<file path="config.mk">
export PLATFORM = sky130hd
export DESIGN_NAME = seq_magnitude_comparator_flat
export DESIGN_NICKNAME = d
export VERILOG_FILES = /design/src/rtl/seq_magnitude_comparator_if.sv /design/src/rtl/seq_magnitude_comparator.sv /design/src/flat_wrapper.sv
export SDC_FILE = /design/constraint.sdc
export NUM_CORES = 1
export LEC_CHECK = 0
export CAP_MARGIN = 30
export CORE_MARGIN = 1
export CORE_UTILIZATION = 55
export CTS_BUF_LIST = sky130_fd_sc_hd__clkbuf_2 sky130_fd_sc_hd__clkbuf_4 sky130_fd_sc_hd__clkbuf_8
export CTS_CLUSTER_SIZE = 12
export DETAILED_ROUTE_END_ITERATION = 7
export DONT_BUFFER_PORTS = 1
export PLACE_DENSITY = 0.69
export SETUP_SLACK_MARGIN = 0.02
export SLEW_MARGIN = 40
export SYNTH_ARGS = -nofsm -noshare
export SYNTH_HDL_FRONTEND = slang
export SYNTH_SLANG_ARGS = --single-unit
</file>
<file path="constraint.sdc">
create_clock -name clk -period 4.15 [get_ports clk]
set_clock_uncertainty 0.2 [all_clocks]
set_input_delay 0.415 -clock clk [delete_from_list [all_inputs] [get_ports clk]]
set_output_delay 0.415 -clock clk [all_outputs]
set_load 0.1 [all_outputs]
</file>
<file path="src/rtl/seq_magnitude_comparator_if.sv">
// Operand/result bundle for seq_magnitude_comparator: the requester drives start/a/b/signed_mode.
// The comparator returns busy, a done pulse and registered eq/lt/gt flags.
interface seq_magnitude_comparator_if #(
  parameter int WIDTH = 16
);
  logic             start;
  logic [WIDTH-1:0] a;
  logic [WIDTH-1:0] b;
  logic             signed_mode;
  logic             busy;
  logic             done;
  logic             eq;
  logic             lt;
  logic             gt;

  modport master (
    output start, a, b, signed_mode,
    input  busy, done, eq, lt, gt
  );

  modport slave (
    input  start, a, b, signed_mode,
    output busy, done, eq, lt, gt
  );
endinterface

</file>
<file path="src/rtl/seq_magnitude_comparator.sv">
// MSB-first chunked magnitude compare. Latency is 1..NCH edges, or always NCH with SEQ_CMP_FIXED_LATENCY_EN.
// start is honoured only while idle; requests made while busy are dropped, and results hold until the next done.
module seq_magnitude_comparator #(
  parameter int WIDTH = 16,
  parameter int CHUNK = 4
) (
  input logic                   clk,
  input logic                   rst,
  seq_magnitude_comparator_if.slave cmp
);

  localparam int NCH = WIDTH / ((CHUNK > 0) ? CHUNK : 1);
  localparam int IW  = (NCH > 1) ? $clog2(NCH) : 1;
  localparam logic [IW-1:0] TOP = IW'(NCH - 1);

  generate
    if ((CHUNK < 1) || (CHUNK > WIDTH) || ((WIDTH % CHUNK) != 0)) begin : g_param_check
      $error("seq_magnitude_comparator: WIDTH must be a positive multiple of CHUNK");
    end
  endgenerate

  typedef enum logic {IDLE, CMP} state_t;

  state_t           state;
  logic [WIDTH-1:0] a_q;
  logic [WIDTH-1:0] b_q;
  logic             sgn_q;
  logic [IW-1:0]    idx;
  logic             busy_q;
  logic             done_q;
  logic             eq_q;
  logic             lt_q;
  logic             gt_q;

  logic [CHUNK-1:0] ch_a;
  logic [CHUNK-1:0] ch_b;
  logic             c_lt;
  logic             c_gt;

  // Flipping both sign bits maps two's-complement order onto unsigned order for the top chunk.
  always_comb begin
    ch_a = a_q[idx*CHUNK +: CHUNK];
    ch_b = b_q[idx*CHUNK +: CHUNK];
    if (sgn_q && (idx == TOP)) begin
      ch_a[CHUNK-1] = ~ch_a[CHUNK-1];
      ch_b[CHUNK-1] = ~ch_b[CHUNK-1];
    end
    c_lt = (ch_a < ch_b);
    c_gt = (ch_a > ch_b);
  end

`ifdef SEQ_CMP_FIXED_LATENCY_EN
  logic dec_set;
  logic dec_lt;
  logic dec_gt;
  logic res_lt;
  logic res_gt;

  // The first differing chunk wins; later chunks are scanned only to keep timing constant.
  always_comb begin
    res_lt = dec_set ? dec_lt : c_lt;
    res_gt = dec_set ? dec_gt : c_gt;
  end
`endif

  always_ff @(posedge clk or posedge rst) begin
    if (rst) begin
      state  <= IDLE;
      a_q    <= '0;
      b_q    <= '0;
      sgn_q  <= 1'b0;
      idx    <= '0;
      busy_q <= 1'b0;
      done_q <= 1'b0;
      eq_q   <= 1'b0;
      lt_q   <= 1'b0;
      gt_q   <= 1'b0;
`ifdef SEQ_CMP_FIXED_LATENCY_EN
      dec_set <= 1'b0;
      dec_lt  <= 1'b0;
      dec_gt  <= 1'b0;
`endif
    end else begin
      done_q <= 1'b0;
      case (state)
        IDLE: begin
          if (cmp.start) begin
            a_q    <= cmp.a;
            b_q    <= cmp.b;
            sgn_q  <= cmp.signed_mode;
            idx    <= TOP;
            busy_q <= 1'b1;
            state  <= CMP;
`ifdef SEQ_CMP_FIXED_LATENCY_EN
            dec_set <= 1'b0;
            dec_lt  <= 1'b0;
            dec_gt  <= 1'b0;
`endif
          end
        end
        CMP: begin
`ifdef SEQ_CMP_FIXED_LATENCY_EN
          if (!dec_set && (c_lt || c_gt)) begin
            dec_set <= 1'b1;
            dec_lt  <= c_lt;
            dec_gt  <= c_gt;
          end
          if (idx == '0) begin
            eq_q   <= ~(res_lt | res_gt);
            lt_q   <= res_lt;
            gt_q   <= res_gt;
            done_q <= 1'b1;
            busy_q <= 1'b0;
            state  <= IDLE;
          end else begin
            idx <= idx - IW'(1);
          end
`else
          if (c_lt || c_gt) begin
            eq_q   <= 1'b0;
            lt_q   <= c_lt;
            gt_q   <= c_gt;
            done_q <= 1'b1;
            busy_q <= 1'b0;
            state  <= IDLE;
          end else if (idx == '0) begin
            eq_q   <= 1'b1;
            lt_q   <= 1'b0;
            gt_q   <= 1'b0;
            done_q <= 1'b1;
            busy_q <= 1'b0;
            state  <= IDLE;
          end else begin
            idx <= idx - IW'(1);
          end
`endif
        end
        default: state <= IDLE;
      endcase
    end
  end

  assign cmp.busy = busy_q;
  assign cmp.done = done_q;
  assign cmp.eq   = eq_q;
  assign cmp.lt   = lt_q;
  assign cmp.gt   = gt_q;

endmodule
</file>
<file path="src/flat_wrapper.sv">
// flat-port wrapper written by rule: the top's interface ports become plain ports
module seq_magnitude_comparator_flat 
#(
  parameter int WIDTH = 16,
  parameter int CHUNK = 4
)
  (clk, rst, cmp_start, cmp_a, cmp_b, cmp_signed_mode, cmp_busy, cmp_done, cmp_eq, cmp_lt, cmp_gt);
  seq_magnitude_comparator_if #(.WIDTH(WIDTH)) cmp_i ();
  input logic clk;
  input logic rst;
  input wire logic [$bits(cmp_i.start)-1:0] cmp_start;
  input wire logic [$bits(cmp_i.a)-1:0] cmp_a;
  input wire logic [$bits(cmp_i.b)-1:0] cmp_b;
  input wire logic [$bits(cmp_i.signed_mode)-1:0] cmp_signed_mode;
  output wire logic [$bits(cmp_i.busy)-1:0] cmp_busy;
  output wire logic [$bits(cmp_i.done)-1:0] cmp_done;
  output wire logic [$bits(cmp_i.eq)-1:0] cmp_eq;
  output wire logic [$bits(cmp_i.lt)-1:0] cmp_lt;
  output wire logic [$bits(cmp_i.gt)-1:0] cmp_gt;
  assign cmp_i.start = cmp_start;
  assign cmp_i.a = cmp_a;
  assign cmp_i.b = cmp_b;
  assign cmp_i.signed_mode = cmp_signed_mode;
  assign cmp_busy = cmp_i.busy;
  assign cmp_done = cmp_i.done;
  assign cmp_eq = cmp_i.eq;
  assign cmp_lt = cmp_i.lt;
  assign cmp_gt = cmp_i.gt;
  seq_magnitude_comparator #(.WIDTH(WIDTH), .CHUNK(CHUNK)) u_core (.clk(clk), .rst(rst), .cmp(cmp_i));
endmodule
</file>
==> impl_metrics.env, run 1 <==
export IMPL_crit_start="u_core.idx[0]"
export IMPL_detail_route_wl_per_cell_um=15.8
export IMPL_grt_pass1_vias=1155
export IMPL_synth_async_reset_ratio_pct=100
export IMPL_postCtsSetupBuffers=0
export IMPL_die_h_um=61.8
export IMPL_fp_coreArea_um2=3390
export IMPL_utilization_pct=68.9
export IMPL_clk_pin_slew_ns=0.12
export IMPL_num_rows=21
export IMPL_overflow=0
export IMPL_critical_path_arrival_ns=3.04
export IMPL_drive_above_1_share_pct=26.9
export IMPL_drtPass1Iterations=4
export IMPL_cp_max_fo=12
export IMPL_ys_warn_count=0
export IMPL_fill_cells=249
export IMPL_maxCapViolations=0
export IMPL_place_ws_ns=1.14
export IMPL_crit_path_end_kind="flop"
export IMPL_cts_buffer_depth=2
export IMPL_setup_tns_ns=0
export IMPL_remaining_drc_errors=0
export IMPL_slew_viol_final=0
export IMPL_start_util_pct=58.0
export IMPL_grt_pass1_wl_um=5200
export IMPL_h_tree_depth=2
export IMPL_antenna_found_initial=0
export IMPL_power_density_nw_per_um2=621
export IMPL_yosys_area_top_type="dfrtp_1"
export IMPL_status="complete, no violations"
export IMPL_cts_tree="built"
export IMPL_clk_latency_ns=0.34
export IMPL_grt_max_degree=42
export IMPL_regArea_um2=1030
export IMPL_vdd_drop_max_mv=0.347
export IMPL_die_area_um2=3820
export IMPL_setup_viol=0
export IMPL_wl_um=3250
export IMPL_post_dp_hpwl_um=2310
export IMPL_min_period_ns=3.00
export IMPL_slew_headroom_pct=60.8
export IMPL_required_ns=4.19
export IMPL_yosysSeqAreaShare_pct=52.2
export IMPL_clockRootBuffer="clkbuf_4"
export IMPL_numPortBuffers=0
export IMPL_gp_congestion=0.806
export IMPL_power_leakage_nw=0.995
export IMPL_cts_sinks=41
export IMPL_ant_nets=0
export IMPL_start_kind="flop"
export IMPL_grt_usage_pct=19.5
export IMPL_tightestPinTransition_ns=0.588
export IMPL_r2r_start="u_core.idx[0]"
export IMPL_fin_crit_sh_pct=72.3
export IMPL_synth_area_um2=1970
export IMPL_ys_ff_latch=41
export IMPL_hp_start="cmp_b[1]"
export IMPL_synth_edff_count=0
export IMPL_ios=41
export IMPL_drt_iter0_drc=72
export IMPL_rsz0062_at_grt="no"
export IMPL_dieWidth_um=61.8
export IMPL_synth_top_cell_area_share_pct=52.2
export IMPL_viasPerCell=5.67
export IMPL_hold_path_class="in -> reg"
export IMPL_syn2layout_area_growth_pct=18.8
export IMPL_synth_cell_type_count=31
export IMPL_crit_type="reg -> reg"
export IMPL_antenna_cells=0
export IMPL_num_vias=1169
export IMPL_cts_buffers=5
export IMPL_setup_ws_ns=1.15
export IMPL_avgSynthCellArea_um2=14.9
export IMPL_multi_input_area_um2=875
export IMPL_fmax_mhz=333
export IMPL_cts_resized=0
export IMPL_hold_viol_final=0
export IMPL_ys_flop_type="dfrtp_1"
export IMPL_synth_area_leaders="dfrtp_1 (52%), mux2_1 (11%), mux4_2 (9.2%)"
export IMPL_syn_nets=174
export IMPL_synth_cells=132
export IMPL_final_nets=201
synthesized netlist by cell type (2+ instances only):
cell type and number:
mux2_1 19, nand2_1 3, ha_1 6, mux2_2 14, a21oi_1 2, a21o_1 2, inv_1 7, buf_4 5
dfrtp_1 41, buf_2 2, mux4_2 8, nor2b_1 2, nor2_1 3
cells in the final DEF (no fill, tap or decap), types with 2 or more instances in the layout:
cell type / netlist / layout
dfrtp_1: 41 / 36
dlygate4sd3_1: 0 / 25
mux2_1: 19 / 19
mux2_2: 14 / 14
mux4_2: 8 / 8
clkbuf_4: 0 / 8
inv_1: 7 / 7
ha_1: 6 / 6
dfrtp_2: 0 / 5
nor2_1: 3 / 3
nand2_1: 3 / 3
nor2b_4: 1 / 2
a21o_1: 2 / 2
a21oi_1: 2 / 2
area by class of cell:
cell class / instances / share of cell area (%)
sequential: 41 / 44.2
multi-input combinational: 77 / 37.4
timing repair buffer: 27 / 12.2
clock buffer: 8 / 2.57
tap: 46 / 2.46
inverter: 7 / 1.12
sequential cells by signal, summed over array words and instances, names as in the netlist:
signal           flops
u_core.idx           2
u_core.cmp.lt        1
u_core.a_q          16
u_core.b_q          16
u_core.cmp.done      1
u_core.cmp.eq        1
u_core.cmp.busy      1
u_core.cmp.gt        1
u_core.sgn_q         1
u_core.state         1
power by group:
group	switching [mW]	internal (mW)	total [mW]
clock	0.117	0.0872	0.204
sequential	0.221	0.513	0.734
combinational	0.233	0.280	0.513
total	0.570	0.880	1.45
metrics by stage:
| step | cells | area [µm²] | total power [mW] | hold WS, ns |
|---|---|---|---|---|
| 3_3_place_gp | 172 | 1990 | 1.21 | 0.248 |
| 3_5_place_dp | 173 | 2020 | 1.24 | 0.263 |
| 6_report | 206 | 2340 | 1.45 | 0.0181 |
| 4_1_cts | 198 | 2250 | 1.46 | 0.000320 |
| 2_1_floorplan | 132 | 1970 | 1.15 | 0.252 |
| 5_1_grt | 206 | 2340 | 1.55 | 0.00102 |
layer usage:
layer	global-route usage, %	vias up	routed length [µm]
met5	0	-	0
met1	25.3	594	1390
met4	6.67	0	42
met2	30.6	35	1650
li1	-	535	-
met3	7.25	5	174
cell families after synthesis:
family | share of synthesized area (%)
compound gates | 7.06
xor+xnor | 0.891
fa+ha+maj | 3.82
buf+inv | 3.75
flops | 52.2
mux | 28.6
simple gates | 3.75
critical path, stage by stage, from the launching register on:
cell	delay (ns)
dfrtp_1	0.74
mux4_2	0.60
xor2_1	0.16
ha_1	0.34
nand4_1	0.31
a2111o_1	0.45
o311a_1	0.11
path summary, 6_finish.rpt:
kind                       cells past startpoint  slack [ns]            end
hold / removal                                 1        0.02  u_core.b_q[1]
hold reg to reg                                1        0.29  u_core.b_q[0]
setup reg to reg                               6        1.15  u_core.idx[1]
min in group asynchronous                      3        0.42  u_core.cmp.gt
setup / recovery                               6        1.15  u_core.idx[1]
max in group asynchronous                      3        2.98  u_core.cmp.lt
what timing repair did:
item                                    in CTS  in global routing
hold buffers                                17                  8
endpoints found under the hold margin       57                  8
endpoints found under the setup margin       0                  0
Power figures use the tool's default switching activity.
==> inputs of run 2 (changes only) <==
==> constraint.sdc (replaced) <==
create_clock -name clk -period 2.8 [get_ports clk]
set_clock_uncertainty 0.2 [all_clocks]
set_input_delay 0.28 -clock clk [delete_from_list [all_inputs] [get_ports clk]]
set_output_delay 0.28 -clock clk [all_outputs]
set_load 0.1 [all_outputs]
==> impl_metrics.env, run 2 (synthesis gave the netlist of run 1 again) <==
export IMPL_swShare_pct=39.9
export IMPL_remaining_drc_errors=0
export IMPL_cp_max_fo=7
export IMPL_grt_max_degree=23
export IMPL_ant_nets=0
export IMPL_grt_pass1_vias=1225
export IMPL_cts_buffers=5
export IMPL_critical_path_arrival_ns=2.72
export IMPL_start_util_pct=58.0
export IMPL_power_density_nw_per_um2=898
export IMPL_fp_coreArea_um2=3390
export IMPL_drive_above_1_share_pct=26.4
export IMPL_slew_viol_final=0
export IMPL_fill_cells=222
export IMPL_finalPower_mw=2.20
export IMPL_dieWidth_um=61.8
export IMPL_grt_usage_pct=21.0
export IMPL_p_int_mw=1.32
export IMPL_required_ns=2.83
export IMPL_crit_path_end_kind="flop"
export IMPL_detail_route_wl_per_cell_um=15.8
export IMPL_drtPass1Iterations=3
export IMPL_syn2layout_area_growth_pct=24.7
export IMPL_maxCapViolations=0
export IMPL_p_comb_share_pct=41.4
export IMPL_die_area_um2=3820
export IMPL_fin_crit_sh_pct=96.0
export IMPL_mostFrequentLayoutCell="dfrtp_1"
export IMPL_multi_input_area_um2=875
export IMPL_numPortBuffers=0
export IMPL_hold_viol_final=0
export IMPL_cts_tree="built"
export IMPL_antenna_cells=0
export IMPL_post_dp_hpwl_um=2380
export IMPL_power_leakage_nw=1.05
export IMPL_setup_viol=0
export IMPL_min_period_ns=2.69
export IMPL_h_tree_depth=2
export IMPL_die_h_um=61.8
export IMPL_setup_tns_ns=0
export IMPL_rsz0062_at_grt="yes"
export IMPL_ios=41
export IMPL_wl_um=3480
export IMPL_grt_pass1_wl_um=5550
export IMPL_final_nets=215
export IMPL_num_vias=1211
export IMPL_clk_latency_ns=0.34
export IMPL_tightestPinTransition_ns=0.859
export IMPL_cts_sinks=41
export IMPL_p_clk_share_pct=12.9
export IMPL_overflow=0
export IMPL_num_rows=21
export IMPL_power_switching_mw=0.878
export IMPL_fmax_mhz=372
export IMPL_clk_pin_slew_ns=0.11
export IMPL_clockRootBuffer="clkbuf_4"
export IMPL_drt_iter0_drc=45
export IMPL_slew_headroom_pct=42.8
export IMPL_start_kind="flop"
export IMPL_reg_top3="u_core.a_q: 16 flops, u_core.b_q: 16 flops, u_core.idx: 2 flops"
export IMPL_hold_path_class="in -> reg"
export IMPL_antenna_found_initial=0
export IMPL_seqPwrFrac_pct=45.7
export IMPL_vdd_drop_max_mv=0.414
export IMPL_crit_type="reg -> reg"
export IMPL_status="complete, no violations"
export IMPL_gp_congestion=0.782
export IMPL_regArea_um2=1030
export IMPL_cts_buffer_depth=2
export IMPL_viasPerCell=5.50
export IMPL_final_cell_mix="dfrtp_1 (37), dlygate4sd3_1 (35), mux2_1 (19)"
==> run 2: cell count changes in the layout (fill, tap and decap cells not counted), sizes merged <==
cell / previous run / this run
dlygate4sd3: 25 / 35
buf: 2 / 6
clkbuf: 8 / 6
clkinv: 0 / 2
==> run 2: cell type report <==
type,instances,area share (%)
multi-input cells,77,35.7
flip-flops and latches,41,42.0
repair buffers,41,16.6
well taps,46,2.35
clock inverters,2,0.408
clock buffers,6,1.84
inverters,7,1.07
==> run 2: what timing repair did <==
action	in CTS	in global routing
resized for setup	0	1
endpoints found under the hold margin	53	0
hold buffers	35	0
setup endpoints to repair	0	3
setup buffers	0	1
==> run 2: critical path: stages (launching register included) <==
cell,delay (ns)
dfrtp_1,0.37
buf_4,0.18
mux4_2,0.53
xnor2_1,0.15
ha_1,0.35
a21oi_2,0.34
a211oi_2,0.15
o311a_1,0.31
==> run 2: per-layer routing <==
metal	part of all wire (%)	vias up	track usage, %
li1	-	564	-
met1	44	612	27.2
met2	51	31	33.0
met3	4.0	4	7.45
met4	0.98	0	7.30
met5	0	-	0
==> run 2: power groups by stage <==
stage          Sequential [mW]  Clock, mW  Combinational (mW)
2_1_floorplan             1.03          0               0.675
3_3_place_gp              1.02          0               0.813
3_5_place_dp              1.02          0               0.853
4_1_cts                   1.00      0.295               0.895
5_1_grt                   1.03      0.320               0.978
6_report                  1.01      0.284               0.912
==> run 2: path summary, 6_finish.rpt <==
| path | start | endpoint | slack [ns] | cells after the start |
|---|---|---|---|---|
| max | u_core.idx[0] | u_core.idx[1] | 0.11 | 7 |
| min | cmp_start | u_core.b_q[15] | 0.16 | 2 |
| max reg2reg | u_core.idx[0] | u_core.idx[1] | 0.11 | 7 |
| min reg2reg | u_core.a_q[2] | u_core.a_q[2] | 0.30 | 1 |
| max in group asynchronous | rst | u_core.cmp.busy | 1.35 | 3 |
| min in group asynchronous | rst | u_core.a_q[5] | 0.29 | 2 |
==> run 2: metrics by stage <==
step	hold WS, ns	setup WS [ns]	instances	utilization (%)	instance area (µm²)
detailed placement	0.117	0.0790	176	60.1	2040
CTS	0.149	0.0470	219	72.1	2440
finish	0.159	0.111	220	72.4	2450
floorplan	0.215	0.171	132	-	1970
global route	0.143	0.0131	220	72.4	2450
global placement	0.100	0.170	176	60.0	2030
==> inputs of run 3 (changes only) <==
--- a/config.mk
+++ b/config.mk
@@ -6,13 +6,15 @@
 export NUM_CORES = 1
 export LEC_CHECK = 0
 export CAP_MARGIN = 30
+export CELL_PAD_IN_SITES_DETAIL_PLACEMENT = 1
+export CELL_PAD_IN_SITES_GLOBAL_PLACEMENT = 1
 export CORE_MARGIN = 1
-export CORE_UTILIZATION = 55
+export CORE_UTILIZATION = 53
 export CTS_BUF_LIST = sky130_fd_sc_hd__clkbuf_2 sky130_fd_sc_hd__clkbuf_4 sky130_fd_sc_hd__clkbuf_8
 export CTS_CLUSTER_SIZE = 12
 export DETAILED_ROUTE_END_ITERATION = 7
 export DONT_BUFFER_PORTS = 1
-export PLACE_DENSITY = 0.69
+export PLACE_DENSITY = 0.8
 export SETUP_SLACK_MARGIN = 0.02
 export SLEW_MARGIN = 40
 export SYNTH_ARGS = -nofsm -noshare
==> impl_metrics.env, run 3 (synthesis gave the netlist of run 1 again) <==
export IMPL_power_leakage_nw=1.10
export IMPL_required_ns=2.82
export IMPL_fp_coreArea_um2=3440
export IMPL_setup_viol=2
export IMPL_hold_viol_final=0
export IMPL_wl_um=7700
export IMPL_fin_crit_sh_pct=102
export IMPL_fmax_mhz=351
export IMPL_overflow=0
export IMPL_setup_ws_ns=-0.0462
export IMPL_crit_path_end_kind="flop"
export IMPL_cts_sinks=41
export IMPL_drive_above_1_share_pct=29.1
export IMPL_numPortBuffers=0
export IMPL_final_cell_mix="dfrtp_1 (37), dlygate4sd3_1 (34), mux2_1 (19)"
export IMPL_fill_cells=267
export IMPL_clk_pin_slew_ns=0.09
export IMPL_hold_worst_slack_ns=0.134
export IMPL_num_rows=21
export IMPL_h_tree_depth=2
export IMPL_start_util_pct=57.1
export IMPL_die_h_um=62.9
export IMPL_vdd_drop_max_mv=0.466
export IMPL_clockRootBuffer="clkbuf_8"
export IMPL_slew_headroom_pct=42.0
export IMPL_utilization_pct=75.4
export IMPL_grt_pass1_vias=1594
export IMPL_mostFrequentLayoutCell="dfrtp_1"
export IMPL_antenna_found_initial=1
export IMPL_die_area_um2=3960
export IMPL_stdcell_area_um2=2590
export IMPL_grt_usage_pct=32.6
export IMPL_crit_type="reg -> reg"
export IMPL_cp_max_fo=10
export IMPL_status="finished with violations"
export IMPL_drt_iter0_drc=212
export IMPL_remaining_drc_errors=0
export IMPL_viasPerCell=6.41
export IMPL_grt_max_degree=28
export IMPL_regArea_um2=1030
export IMPL_place_area_um2=2040
export IMPL_final_nets=216
export IMPL_wl_met3_um=675
export IMPL_worstPathCellList="buf_12, mux4_2, xor2_2, ha_4, nand4_1, buf_4, a211oi_2, o311a_1"
export IMPL_cpMaxStageDelayCell="mux4_2"
export IMPL_num_vias=1423
export IMPL_multi_input_area_um2=918
export IMPL_dr_wl_met2_um=3780
export IMPL_start_kind="flop"
export IMPL_syn2layout_area_growth_pct=31.9
export IMPL_finalPower_mw=2.92
export IMPL_reg_top3="u_core.a_q: 16 flops, u_core.b_q: 16 flops, u_core.idx: 2 flops"
export IMPL_min_period_ns=2.85
export IMPL_clk_latency_ns=0.30
export IMPL_post_dp_hpwl_um=2710
export IMPL_hold_path_class="in -> reg"
export IMPL_tightestPinTransition_ns=0.871
export IMPL_cts_buffer_depth=2
export IMPL_top_layer="met4"
export IMPL_maxCapViolations=0
export IMPL_power_density_nw_per_um2=1120
export IMPL_gp_congestion=0.801
export IMPL_ant_nets=0
export IMPL_critical_path_arrival_ns=2.86
export IMPL_setup_tns_ns=-0.0609
export IMPL_drt_met1_wl_um=2760
export IMPL_drtPass1Iterations=4
export IMPL_ios=41
export IMPL_grt_pass1_wl_um=9090
export IMPL_slew_viol_final=0
export IMPL_violations="negative setup slack"
export IMPL_cts_tree="built"
export IMPL_cts_buffers=5
export IMPL_slowest_delay_ns=0.56
export IMPL_dieWidth_um=62.9
export IMPL_detail_route_wl_per_cell_um=34.7
[run 3: metrics by stage]
stage	instances	setup WS, ns
after detailed placement	175	0.0679
after global placement	175	0.189
after global routing	222	-0.0533
after floorplan	132	0.171
final	222	-0.0462
after CTS	217	0.0296
[run 3: area by class of cell]
cell class                      count  share of cell area, %
Inverter                            7                   1.01
Multi-Input combinational cell     77                   35.4
Antenna cell                        1                 0.0964
Tap cell                           46                   2.22
Clock inverter                      3                   2.51
Sequential cell                    41                   39.7
Timing Repair Buffer               42                   16.4
Clock buffer                        5                   2.65
[run 3: repair_timing]
| action | in CTS | in global routing |
|---|---|---|
| gates resized for setup | 0 | 7 |
| endpoints found under the setup margin | 0 | 8 |
| setup buffers | 0 | 4 |
| hold buffers | 34 | 0 |
| endpoints found under the hold margin | 47 | 0 |
[run 3: power breakdown]
part | internal [mW] | switching [mW] | leakage, nW
Combinational | 0.579 | 0.687 | 0.563
Sequential | 0.760 | 0.307 | 0.472
Clock | 0.355 | 0.231 | 0.0681
[run 3: final timing paths]
| path | from | slack [ns] | cells past startpoint | endpoint |
|---|---|---|---|---|
| max | u_core.idx[0] | -0.05 | 8 | u_core.idx[1] |
| min reg2reg | u_core.a_q[4] | 0.31 | 1 | u_core.a_q[4] |
| max reg2reg | u_core.idx[0] | -0.05 | 8 | u_core.idx[1] |
| min in group asynchronous | rst | 0.34 | 2 | u_core.b_q[5] |
| max in group asynchronous | rst | 1.21 | 3 | u_core.cmp.lt |
| min | cmp_start | 0.13 | 2 | u_core.idx[1] |
[run 3: worst max-delay path, delay by kind of cell, from the launching register on]
family | cells | cell delay [ns]
AOI/OAI and AO/OA | 2 | 0.58
muxes | 1 | 0.56
DFF | 1 | 0.41
buffers and inverters | 2 | 0.36
adders and majority gates | 1 | 0.33
xor gates and xnor gates | 1 | 0.19
and+or+nand+nor | 1 | 0.13
[run 3: metal layers]
metal / vias up / track usage [%]
li1: 561 / -
met3: 29 / 9.12
met2: 117 / 53.4
met4: 0 / 17.4
met1: 716 / 38.6
met5: - / 0
